$ cat src/rtl/sp_ram_nx64_initiator_if.sv
`default_nettype none
// ============================================================================
// Module      : sp_ram_nx64_initiator_if
// Description : Request/response stream bundle for the Nx64 RAM initiator.
//               master = client issuing requests and consuming responses,
//               slave  = the initiator itself.
// Signals     : ReqValid_SI/ReqReady_SO   request handshake
//               ReqWe_SI, ReqBe_SI[7:0], ReqAddr_DI[ADDR_WIDTH-1:0],
//               ReqWData_DI[63:0]         request payload
//               RspValid_SO/RspReady_SI   response handshake
//               RspWe_SO, RspErr_SO, RspRData_DO[63:0]  response payload
// Revision    : 1.0 - initial release
// ============================================================================
interface sp_ram_nx64_initiator_if #(
    parameter int ADDR_WIDTH = 10
);
    logic                  ReqValid_SI;
    logic                  ReqReady_SO;
    logic                  ReqWe_SI;
    logic [7:0]            ReqBe_SI;
    logic [ADDR_WIDTH-1:0] ReqAddr_DI;
    logic [63:0]           ReqWData_DI;
    logic                  RspValid_SO;
    logic                  RspReady_SI;
    logic                  RspWe_SO;
    logic                  RspErr_SO;
    logic [63:0]           RspRData_DO;

    modport master (
        output ReqValid_SI, ReqWe_SI, ReqBe_SI, ReqAddr_DI, ReqWData_DI, RspReady_SI,
        input  ReqReady_SO, RspValid_SO, RspWe_SO, RspErr_SO, RspRData_DO
    );

    modport slave (
        input  ReqValid_SI, ReqWe_SI, ReqBe_SI, ReqAddr_DI, ReqWData_DI, RspReady_SI,
        output ReqReady_SO, RspValid_SO, RspWe_SO, RspErr_SO, RspRData_DO
    );
endinterface
`default_nettype wire

$ cat src/rtl/sp_ram_nx64_initiator.sv
`default_nettype none
// ============================================================================
// Module      : sp_ram_nx64_initiator
// Description : Request-side master for a synchronous single-port Nx64
//               byte-enable RAM. Turns a valid/ready request stream into RAM
//               strobes, tracks the fixed RAM read latency and returns one
//               in-order response per request through a credit-protected
//               response buffer.
// Ports       : Clk_CI            clock
//               Rst_RBI           synchronous active-low reset
//               Bus (slave)       request/response streams
//               RamCSel_SO        RAM chip select
//               RamWrEn_SO        RAM write enable
//               RamBEn_SO[7:0]    RAM byte enables
//               RamAddr_DO        RAM word address
//               RamWrData_DO[63:0] RAM write data
//               RamRdData_DI[63:0] RAM read data
//               Idle_SO           nothing in flight or buffered
// Revision    : 1.0 - initial release
// ============================================================================
module sp_ram_nx64_initiator #(
    parameter int ADDR_WIDTH  = 10,
    parameter int DATA_DEPTH  = 1024,
    parameter int RAM_LATENCY = 1,
    parameter int RSP_DEPTH   = 4
) (
    input  wire logic                  Clk_CI,
    input  wire logic                  Rst_RBI,
    sp_ram_nx64_initiator_if.slave     Bus,
    output logic                       RamCSel_SO,
    output logic                       RamWrEn_SO,
    output logic [7:0]                 RamBEn_SO,
    output logic [ADDR_WIDTH-1:0]      RamAddr_DO,
    output logic [63:0]                RamWrData_DO,
    input  wire logic [63:0]           RamRdData_DI,
    output logic                       Idle_SO
);

    generate
        if ((RAM_LATENCY < 1) || (RAM_LATENCY > 2) || (RSP_DEPTH < 2) ||
            (DATA_DEPTH > (2 ** ADDR_WIDTH))) begin : g_param_check
            $fatal(1, "sp_ram_nx64_initiator: illegal parameter combination");
        end
    endgenerate

    // The response buffer is one output register plus a small store holding
    // the remaining RSP_DEPTH-1 entries.
    localparam int c_CNT_W    = $clog2(RSP_DEPTH + 1);
    localparam int c_ST_DEPTH = RSP_DEPTH - 1;
    localparam int c_ST_PTR_W = (c_ST_DEPTH > 1) ? $clog2(c_ST_DEPTH) : 1;
    localparam int c_ST_CNT_W = $clog2(c_ST_DEPTH + 1);

    localparam logic [c_CNT_W-1:0]    c_CNT_MAX  = c_CNT_W'(RSP_DEPTH);
    localparam logic [ADDR_WIDTH:0]   c_DEPTH    = (ADDR_WIDTH + 1)'(DATA_DEPTH);
    localparam logic [c_ST_PTR_W-1:0] c_ST_LAST  = c_ST_PTR_W'(c_ST_DEPTH - 1);
    localparam logic [c_ST_CNT_W-1:0] c_ST_FULL  = c_ST_CNT_W'(c_ST_DEPTH);

    // ------------------------------------------------------------------
    // Credits: one per accepted request until its response is popped.
    // ------------------------------------------------------------------
    logic [c_CNT_W-1:0] r_cnt;
    logic               w_req_ready;
    logic               w_accept;
    logic               w_pop;
    logic               w_inrange;
    logic               r_out_valid;

    assign w_req_ready = Rst_RBI & (r_cnt < c_CNT_MAX);
    assign w_accept    = Bus.ReqValid_SI & w_req_ready;
    assign w_pop       = r_out_valid & Bus.RspReady_SI;
    assign w_inrange   = ({1'b0, Bus.ReqAddr_DI} < c_DEPTH);

    always_ff @(posedge Clk_CI) begin
        if (!Rst_RBI) begin
            r_cnt <= '0;
        end else if (w_accept && !w_pop) begin
            r_cnt <= r_cnt + 1'b1;
        end else if (!w_accept && w_pop) begin
            r_cnt <= r_cnt - 1'b1;
        end
    end

    assign Bus.ReqReady_SO = w_req_ready;
    assign Idle_SO         = (r_cnt == '0);

    // ------------------------------------------------------------------
    // RAM drive, combinational in the accept cycle.
    // ------------------------------------------------------------------
    assign RamCSel_SO   = w_accept & w_inrange;
    assign RamWrEn_SO   = RamCSel_SO & Bus.ReqWe_SI;
    assign RamBEn_SO    = RamWrEn_SO ? Bus.ReqBe_SI : 8'h00;
    assign RamAddr_DO   = Bus.ReqAddr_DI;
    assign RamWrData_DO = Bus.ReqWData_DI;

    // ------------------------------------------------------------------
    // Latency pipeline: the last stage lines up with valid RAM read data.
    // ------------------------------------------------------------------
    logic [RAM_LATENCY-1:0] r_lat_vld;
    logic [RAM_LATENCY-1:0] r_lat_we;
    logic [RAM_LATENCY-1:0] r_lat_err;

    always_ff @(posedge Clk_CI) begin
        if (!Rst_RBI) begin
            r_lat_vld <= '0;
        end else begin
            r_lat_vld[0] <= w_accept;
            for (int i = 1; i < RAM_LATENCY; i++) begin
                r_lat_vld[i] <= r_lat_vld[i-1];
            end
        end
    end

    // Payload bits are qualified by r_lat_vld and need no reset.
    always_ff @(posedge Clk_CI) begin
        r_lat_we[0]  <= Bus.ReqWe_SI;
        r_lat_err[0] <= ~w_inrange;
        for (int i = 1; i < RAM_LATENCY; i++) begin
            r_lat_we[i]  <= r_lat_we[i-1];
            r_lat_err[i] <= r_lat_err[i-1];
        end
    end

    logic        w_push;
    logic [65:0] w_push_entry;

    assign w_push       = r_lat_vld[RAM_LATENCY-1];
    assign w_push_entry = {r_lat_we[RAM_LATENCY-1], r_lat_err[RAM_LATENCY-1],
                           (r_lat_we[RAM_LATENCY-1] | r_lat_err[RAM_LATENCY-1]) ?
                           64'h0 : RamRdData_DI};

    // ------------------------------------------------------------------
    // Response buffer: registered head plus a circular store behind it.
    // An entry only enters the store when the head is occupied, so the
    // oldest response is always in the head register.
    // ------------------------------------------------------------------
    logic                  r_out_we;
    logic                  r_out_err;
    logic [63:0]           r_out_data;
    logic [65:0]           r_st_mem [c_ST_DEPTH];
    logic [c_ST_PTR_W-1:0] r_st_wr;
    logic [c_ST_PTR_W-1:0] r_st_rd;
    logic [c_ST_CNT_W-1:0] r_st_cnt;
    logic                  w_out_free;
    logic                  w_st_empty;
    logic                  w_st_push;
    logic                  w_st_pop;

    assign w_out_free = ~r_out_valid | w_pop;
    assign w_st_empty = (r_st_cnt == '0);
    assign w_st_pop   = w_out_free & ~w_st_empty;
    assign w_st_push  = w_push & ~(w_out_free & w_st_empty);

    function automatic logic [c_ST_PTR_W-1:0] f_ptr_inc(input logic [c_ST_PTR_W-1:0] p);
        return (p == c_ST_LAST) ? '0 : p + 1'b1;
    endfunction

    always_ff @(posedge Clk_CI) begin
        if (!Rst_RBI) begin
            r_out_valid <= 1'b0;
            r_out_we    <= 1'b0;
            r_out_err   <= 1'b0;
            r_out_data  <= '0;
        end else if (w_out_free) begin
            if (!w_st_empty) begin
                r_out_valid                        <= 1'b1;
                {r_out_we, r_out_err, r_out_data}  <= r_st_mem[r_st_rd];
            end else if (w_push) begin
                r_out_valid                        <= 1'b1;
                {r_out_we, r_out_err, r_out_data}  <= w_push_entry;
            end else begin
                r_out_valid <= 1'b0;
            end
        end
    end

    always_ff @(posedge Clk_CI) begin
        if (w_st_push) begin
            r_st_mem[r_st_wr] <= w_push_entry;
        end
    end

    always_ff @(posedge Clk_CI) begin
        if (!Rst_RBI) begin
            r_st_wr  <= '0;
            r_st_rd  <= '0;
            r_st_cnt <= '0;
        end else begin
            if (w_st_push) begin
                r_st_wr <= f_ptr_inc(r_st_wr);
            end
            if (w_st_pop) begin
                r_st_rd <= f_ptr_inc(r_st_rd);
            end
            if (w_st_push && !w_st_pop) begin
                r_st_cnt <= r_st_cnt + 1'b1;
            end else if (!w_st_push && w_st_pop) begin
                r_st_cnt <= r_st_cnt - 1'b1;
            end
        end
    end

    assign Bus.RspValid_SO = r_out_valid;
    assign Bus.RspWe_SO    = r_out_we;
    assign Bus.RspErr_SO   = r_out_err;
    assign Bus.RspRData_DO = r_out_data;

    // The credit limit must keep the store from ever overflowing.
    a_no_overflow: assert property (@(posedge Clk_CI) disable iff (!Rst_RBI)
        !(w_st_push && !w_st_pop && (r_st_cnt == c_ST_FULL)));

endmodule
`default_nettype wire

$ cat src/flat_wrapper.sv
// flat-port wrapper written by rule: the top's interface ports become plain ports
module sp_ram_nx64_initiator_flat 
#(
    parameter int ADDR_WIDTH  = 10,
    parameter int DATA_DEPTH  = 1024,
    parameter int RAM_LATENCY = 1,
    parameter int RSP_DEPTH   = 4
)
  (Clk_CI, Rst_RBI, RamCSel_SO, RamWrEn_SO, RamBEn_SO, RamAddr_DO, RamWrData_DO, RamRdData_DI, Idle_SO, Bus_ReqValid_SI, Bus_ReqWe_SI, Bus_ReqBe_SI, Bus_ReqAddr_DI, Bus_ReqWData_DI, Bus_RspReady_SI, Bus_ReqReady_SO, Bus_RspValid_SO, Bus_RspWe_SO, Bus_RspErr_SO, Bus_RspRData_DO);
  sp_ram_nx64_initiator_if #(.ADDR_WIDTH(ADDR_WIDTH)) Bus_i ();
  input  wire logic Clk_CI;
  input  wire logic Rst_RBI;
  output logic RamCSel_SO;
  output logic RamWrEn_SO;
  output logic [7:0] RamBEn_SO;
  output logic [ADDR_WIDTH-1:0] RamAddr_DO;
  output logic [63:0] RamWrData_DO;
  input  wire logic [63:0] RamRdData_DI;
  output logic Idle_SO;
  input wire logic [$bits(Bus_i.ReqValid_SI)-1:0] Bus_ReqValid_SI;
  input wire logic [$bits(Bus_i.ReqWe_SI)-1:0] Bus_ReqWe_SI;
  input wire logic [$bits(Bus_i.ReqBe_SI)-1:0] Bus_ReqBe_SI;
  input wire logic [$bits(Bus_i.ReqAddr_DI)-1:0] Bus_ReqAddr_DI;
  input wire logic [$bits(Bus_i.ReqWData_DI)-1:0] Bus_ReqWData_DI;
  input wire logic [$bits(Bus_i.RspReady_SI)-1:0] Bus_RspReady_SI;
  output wire logic [$bits(Bus_i.ReqReady_SO)-1:0] Bus_ReqReady_SO;
  output wire logic [$bits(Bus_i.RspValid_SO)-1:0] Bus_RspValid_SO;
  output wire logic [$bits(Bus_i.RspWe_SO)-1:0] Bus_RspWe_SO;
  output wire logic [$bits(Bus_i.RspErr_SO)-1:0] Bus_RspErr_SO;
  output wire logic [$bits(Bus_i.RspRData_DO)-1:0] Bus_RspRData_DO;
  assign Bus_i.ReqValid_SI = Bus_ReqValid_SI;
  assign Bus_i.ReqWe_SI = Bus_ReqWe_SI;
  assign Bus_i.ReqBe_SI = Bus_ReqBe_SI;
  assign Bus_i.ReqAddr_DI = Bus_ReqAddr_DI;
  assign Bus_i.ReqWData_DI = Bus_ReqWData_DI;
  assign Bus_i.RspReady_SI = Bus_RspReady_SI;
  assign Bus_ReqReady_SO = Bus_i.ReqReady_SO;
  assign Bus_RspValid_SO = Bus_i.RspValid_SO;
  assign Bus_RspWe_SO = Bus_i.RspWe_SO;
  assign Bus_RspErr_SO = Bus_i.RspErr_SO;
  assign Bus_RspRData_DO = Bus_i.RspRData_DO;
  sp_ram_nx64_initiator #(.ADDR_WIDTH(ADDR_WIDTH), .DATA_DEPTH(DATA_DEPTH), .RAM_LATENCY(RAM_LATENCY), .RSP_DEPTH(RSP_DEPTH)) u_core (.Clk_CI(Clk_CI), .Rst_RBI(Rst_RBI), .Bus(Bus_i), .RamCSel_SO(RamCSel_SO), .RamWrEn_SO(RamWrEn_SO), .RamBEn_SO(RamBEn_SO), .RamAddr_DO(RamAddr_DO), .RamWrData_DO(RamWrData_DO), .RamRdData_DI(RamRdData_DI), .Idle_SO(Idle_SO));
endmodule
$ cat config.mk
export PLATFORM = sky130hd
export DESIGN_NAME = sp_ram_nx64_initiator_flat
export DESIGN_NICKNAME = d
export VERILOG_FILES = /design/src/rtl/sp_ram_nx64_initiator_if.sv /design/src/rtl/sp_ram_nx64_initiator.sv /design/src/flat_wrapper.sv
export SDC_FILE = /design/constraint.sdc
export NUM_CORES = 1
export LEC_CHECK = 0
export BUFFER_PORTS_ARGS = -buffer_cell sky130_fd_sc_hd__buf_4
export CORE_UTILIZATION = 45
export DETAILED_ROUTE_END_ITERATION = 10
export PLACE_DENSITY = 0.72
export SYNTH_ARGS = -nofsm -noshare
export SYNTH_HDL_FRONTEND = slang
export SYNTH_SLANG_ARGS = --single-unit
$ cat constraint.sdc
create_clock -name Clk_CI -period 6 [get_ports Clk_CI]
set_input_delay 0.6 -clock Clk_CI [delete_from_list [all_inputs] [get_ports Clk_CI]]
set_output_delay 0.6 -clock Clk_CI [all_outputs]
set_load 0.05 [all_outputs]
# Yosys cells after proc, flatten, opt, wreduce, memory -nomap -nowiden
# Memory sizes are Yosys's and may differ from the RTL's. A register that Yosys moved wholly into a read port is not among the register bits.
# Cells that the tools add are included.
# op_classes
add_sub_neg	6
multipliers	0
n_div	0
magnitude_cmp	1
eq_ne	3
shift	0
n_mux	20
n_bitwise	11
reduce_logical	13
# ops
op	n
2-to-1 mux 64 bit	3
2-to-1 mux 2 bit	6
2-to-1 mux 1 bit	8
2-to-1 mux 8 bit	1
bitwise AND 1 bit	7
adder 2 x 1 -> 2 bit (second input constant)	3
2-to-1 mux 3 bit	2
equality test 2 bit (second input constant)	2
logical AND 1 bit	4
logical NOT 1 bit	4
nonzero test 2 bit	2
adder 3 x 1 -> 3 bit (second input constant)	1
logical NOT 3 bit	1
< comparator 3 bit (second input constant)	1
inverter 1 bit	3
subtractor 3 x 1 -> 3 bit (second input constant)	1
logical NOT 2 bit	1
inequality test 2 x 1 -> 1 bit (second input constant)	1
AND reduction 2 bit	1
subtractor 2 x 1 -> 2 bit (second input constant)	1
bitwise OR 1 bit	1
# totals
ff_bits	78
latchBits	0
ram_bits	195
rom_bits	0
in_bits	151
out_inout_bits	153
memories	1
# mem_list
name	words	width	rd	rd_ports_with_merged_regs	wr	line	source
u_core.r_st_mem	3	65	1	1	1	sp_ram_nx64_initiator.sv:139	logic [65:0] r_st_mem [c_ST_DEPTH];

# Logic depth before layout (Yosys ltp)
# logic_depth
depth_word	9
ltp_mapped	10

# Least setup slack after synthesis
# OpenSTA, ideal clock, no wires.
# synth_timing
kind	register to register
start	register u_core.r_out_valid (netlist: u_core.Bus.RspValid_SO)
end	memory u_core.r_st_mem[2][0] (netlist name) (enable)
setup_ps	582
arrival_ps	5765
t_required_ps	5418
setup_slack_ps	-347
path_stages_with_launch	4
period_less_slack_ps	6347
path_cell_list	dfxtp_1 > and2b_1 > o21ai_2 > nor3b_1
# synth_via
elab_chain_len	7
# synth_lines
item	line	source
from (decl)	sp_ram_nx64_initiator.sv:66	logic r_out_valid;
from (signal assigned)	sp_ram_nx64_initiator.sv:159	r_out_valid <= 1'b0;
from (signal assigned)	sp_ram_nx64_initiator.sv:165	r_out_valid <= 1'b1;
from (signal assigned)	sp_ram_nx64_initiator.sv:168	r_out_valid <= 1'b1;
bitwise AND 1 bit / inverter 1 bit (equally long branches)	sp_ram_nx64_initiator.sv:70, sp_ram_nx64_initiator.sv:148	
bitwise OR 1 bit *	sp_ram_nx64_initiator.sv:148	assign w_out_free = ~r_out_valid | w_pop;
bitwise AND 1 bit *	sp_ram_nx64_initiator.sv:151	assign w_st_push = w_push & ~(w_out_free & w_st_empty);
inverter 1 bit *	sp_ram_nx64_initiator.sv:151	
bitwise AND 1 bit *	sp_ram_nx64_initiator.sv:151	
2-to-1 mux 1 bit *	sp_ram_nx64_initiator.sv:177	if (w_st_push) begin
2-to-1 mux 1 bit (implied by the code) *	sp_ram_nx64_initiator.sv:178	r_st_mem[r_st_wr] <= w_push_entry;
to (decl)	sp_ram_nx64_initiator.sv:139	
# Every way passes the cells marked *; elsewhere a longest branch is shown, timed or not.

# Final worst setup path
# layout_timing
start	register u_core.r_st_cnt[0]
end	memory u_core.r_st_mem[0][15] (netlist name) (enable)
# layout_via
elab_chain_len	6
# layout_lines
item	line	source
from (decl)	sp_ram_nx64_initiator.sv:142	logic [c_ST_CNT_W-1:0] r_st_cnt;
from (signal assigned)	sp_ram_nx64_initiator.sv:195	r_st_cnt <= r_st_cnt + 1'b1;
from (signal assigned)	sp_ram_nx64_initiator.sv:197	r_st_cnt <= r_st_cnt - 1'b1;
logical NOT 2 bit	sp_ram_nx64_initiator.sv:149	assign w_st_empty = (r_st_cnt == '0);
bitwise AND 1 bit	sp_ram_nx64_initiator.sv:151	
inverter 1 bit	sp_ram_nx64_initiator.sv:151	
bitwise AND 1 bit	sp_ram_nx64_initiator.sv:151	
2-to-1 mux 1 bit	sp_ram_nx64_initiator.sv:177	
2-to-1 mux 1 bit (implied by the code)	sp_ram_nx64_initiator.sv:178	
# No other way between the ends.

==> out/qor.csv <==
metric;value;unit
cap_viol_max_count;0;
ctsHtreeMaxLevel;1;
hold_class;in -> reg;
ys_async_sr_fraction;0;%
routabilityCongestion;0.722;
ios;304;
switching_share;38.4;%
switching_power;2.58;mW
slew_viol_final;0;
placeableCoreArea;26100;um2
clock_latency;520;ps
num_rows;59;
grt_max_degree;91;
ys_seq_area_share;62.2;%
cts_made_buffers;27;
synth.distinct_cells;46;
grt_pass1_wl;39900;um
via_per_inst;5.60;
criticalPathCategory;reg -> reg;
cts.sinks;274;
drt_iter0_markers;451;
final_antenna_net_count;0;
design_area;13600;um2
synth_area_per_cell;12.7;um2
netlist.area_leader.share;49.0;%
comb_power_share;36.9;%
top_layer;met4;
fill_cells;2187;
fmax;0.338;GHz
synth_edf_count;195;
synth_area_leader_cell;edfxtp_1;
place.detailed.hpwl;15100;um
cts_tree;done;
vias;7500;
yosys_warnings;0;
path_depth;5;
min_period;2960;ps
dpl.cell_count;1291;
pwr-share-seq;38.4;%
ctsHoldBuffers;0;
arrival;3100;ps
syn_to_final_growth;13.8;%
path_clk_slew;60;ps
ff2ff_path_depth;5;
endpoint_kind;flip-flop;
synthCells;941;
finish.utilization;52.2;%
antenna_found_initial;0;
synth.most_common_cell;edfxtp_1;
cp-start-kind;flip-flop;
die_w;165;um
fin_crit_sh;49.3;%
synth_seq_cells;274;
r2r_slack;3040;ps
ctsResizeCount;0;
crit_top_cell;buf_4;
crit_path_max_fanout;90;
internal_power;4.15;mW
synth.area.top_cells;edfxtp_1 49%, dfxtp_1 13%, buf_4 5.5%;
chipHeight;165;um
track_usage;18.7;%
routed_wirelength;25600;um
port_buffers;154;
required;6150;ps
cp-endpoint;u_core.r_st_mem[0][15]$_DFFE_PP_;
met1Wirelength;11100;um
pwr-share-clk;24.7;%
cts-root-buf;clkbuf_16;
wl_per_cell;19.1;um
max_stage_delay;800;ps
crit_family;buffers and inverters;
grt_pass1_vias;7394;
grt_setup_unrepaired;no;
p_leak;4.89;nW
r2r_end;u_core.r_st_mem[0][15]$_DFFE_PP_;
insertedDiodeCount;0;
ys_top_cells_by_count;195 x edfxtp_1, 91 x nand2_1, 87 x buf_4;
status;completed;
r2r-start;u_core.r_st_cnt[0]$_SDFFE_PN0P_;
startpoint;u_core.r_st_cnt[0]$_SDFFE_PN0P_;
syn-cell-area;12000;um2
maxSlewHeadroom;28.9;%
ys.flop_type;edfxtp_1;
cts_buffer_depth;3;
dr.pass1.iters;5;
fin_cells;1340;
synth_fp_nets;1095;
wl_met3;1590;um
layout-drive-gt1-share;25.7;%
setup_viol;0;
worst-path-buf-inv;2;
drc;0;
dr_wl_met2;12600;um
grt_overflow;0;
power_density;494;nW/um2
peakVddDrop;0.000252;V
path_cells;or2_4, buf_4, o21ai_2, nor3_2, buf_4;
start_util;45.9;%
postPlaceCellArea;12700;um2
worst_pin_slew;1070;ps
final_nets;1139;
critPathSlowestCell;buf_4;
hold_viol;0;
skew;12.5;ps
post-cts-setup-buffers;0;
timing.setup.tns;0;ps
dieArea;27200;um2
placed cells by master, fill, tap and decap left out, types with 7 or more instances in the layout:
cell type | synthesis | final
dfxtp_1 | 79 | 76
o211a_1 | 23 | 23
nand2_1 | 91 | 91
nand2b_1 | 43 | 42
a311oi_1 | 41 | 41
o2111ai_1 | 23 | 23
mux2_2 | 39 | 39
buf_4 | 87 | 167
clkbuf_16 | 0 | 27
o211ai_1 | 41 | 41
o22ai_1 | 23 | 23
mux2i_1 | 24 | 24
clkbuf_1 | 28 | 7
and3_1 | 9 | 9
nor2b_1 | 66 | 66
a21oi_1 | 46 | 45
edfxtp_1 | 195 | 195
registers in the layout, summed over array words and instances (netlist names), named ones only:
name and flops:
u_core.r_st_mem 195, u_core.Bus.RspRData_DO 64, u_core.r_cnt 3, u_core.r_st_cnt 2
u_core.r_st_rd 2, u_core.r_st_wr 2, u_core.Bus.RspValid_SO 1, u_core.Bus.RspWe_SO 1
u_core.r_lat_vld 1, u_core.r_lat_we 1
worst reg2reg max path: stages (launching register included):
cell	delay [ps]
dfxtp_1	480
or2_4	170
buf_4	800
o21ai_2	310
nor3_2	210
buf_4	590
power by group through the flow:
stage                     clock network (mW)  logic (mW)  registers [mW]
after floorplan                            0        1.49            3.08
final                                   1.66        2.48            2.58
after global placement                     0        2.45            2.62
after CTS                               1.69        2.50            2.59
after global routing                    1.77        2.66            2.62
after detailed placement                   0        2.49            2.63
per-layer routing:
metal / global-route usage, % / vias up
met4: 5.38 / 0
li1: - / 3516
met3: 2.89 / 46
met5: 0 / -
met2: 31.9 / 244
met1: 24.6 / 3694
cell type report:
| cell class | instances | area (um2) | share of cell area, % |
|---|---|---|---|
| Clock buffer | 37 | 743 | 5.46 |
| Sequential cell | 274 | 7450 | 54.7 |
| Tap cell | 335 | 419 | 3.08 |
| Inverter | 5 | 18.8 | 0.138 |
| Clock inverter | 12 | 135 | 0.993 |
| Multi-Input combinational cell | 510 | 3600 | 26.4 |
| Timing Repair Buffer | 167 | 1250 | 9.21 |
metrics by stage:
step           hold slack (ps)  worst slack [ps]  power [mW]
2_1_floorplan              458              3.16        4.57
3_3_place_gp               462              2990        5.07
3_5_place_dp               464              2920        5.11
4_1_cts                    230              3010        6.78
5_1_grt                    236              2910        7.05
6_report                   246              3040        6.73
logic make-up after synthesis:
| family | share of synthesized area [%] |
|---|---|
| buffers and inverters | 8.16 |
| muxes | 5.87 |
| and+or+nand+nor | 9.90 |
| AOI/OAI and AO/OA | 13.2 |
| DFF | 62.2 |
| adders and majority gates | 0.377 |
| other | 0.0314 |
| xor gates and xnor gates | 0.293 |
how the worst min path moves through the flow:
stage | to | startpoint | cells past startpoint | slack [ps]
after floorplan | u_core.r_st_mem[0][64]$_DFFE_PP_ | u_core.r_lat_we$_DFF_P_ | 0 | 460
after global placement | u_core.Bus.RspRData_DO[38]$_SDFFE_PN0P_ | u_core.Bus.RspRData_DO[38]$_SDFFE_PN0P_ | 2 | 460
after detailed placement | u_core.Bus.RspRData_DO[47]$_SDFFE_PN0P_ | u_core.Bus.RspRData_DO[47]$_SDFFE_PN0P_ | 2 | 460
after CTS | u_core.r_lat_we$_DFF_P_ | Bus_ReqWe_SI | 1 | 230
after global routing | u_core.r_lat_we$_DFF_P_ | Bus_ReqWe_SI | 1 | 240
final | u_core.r_lat_we$_DFF_P_ | Bus_ReqWe_SI | 1 | 250
Power figures use the tool's default switching activity.
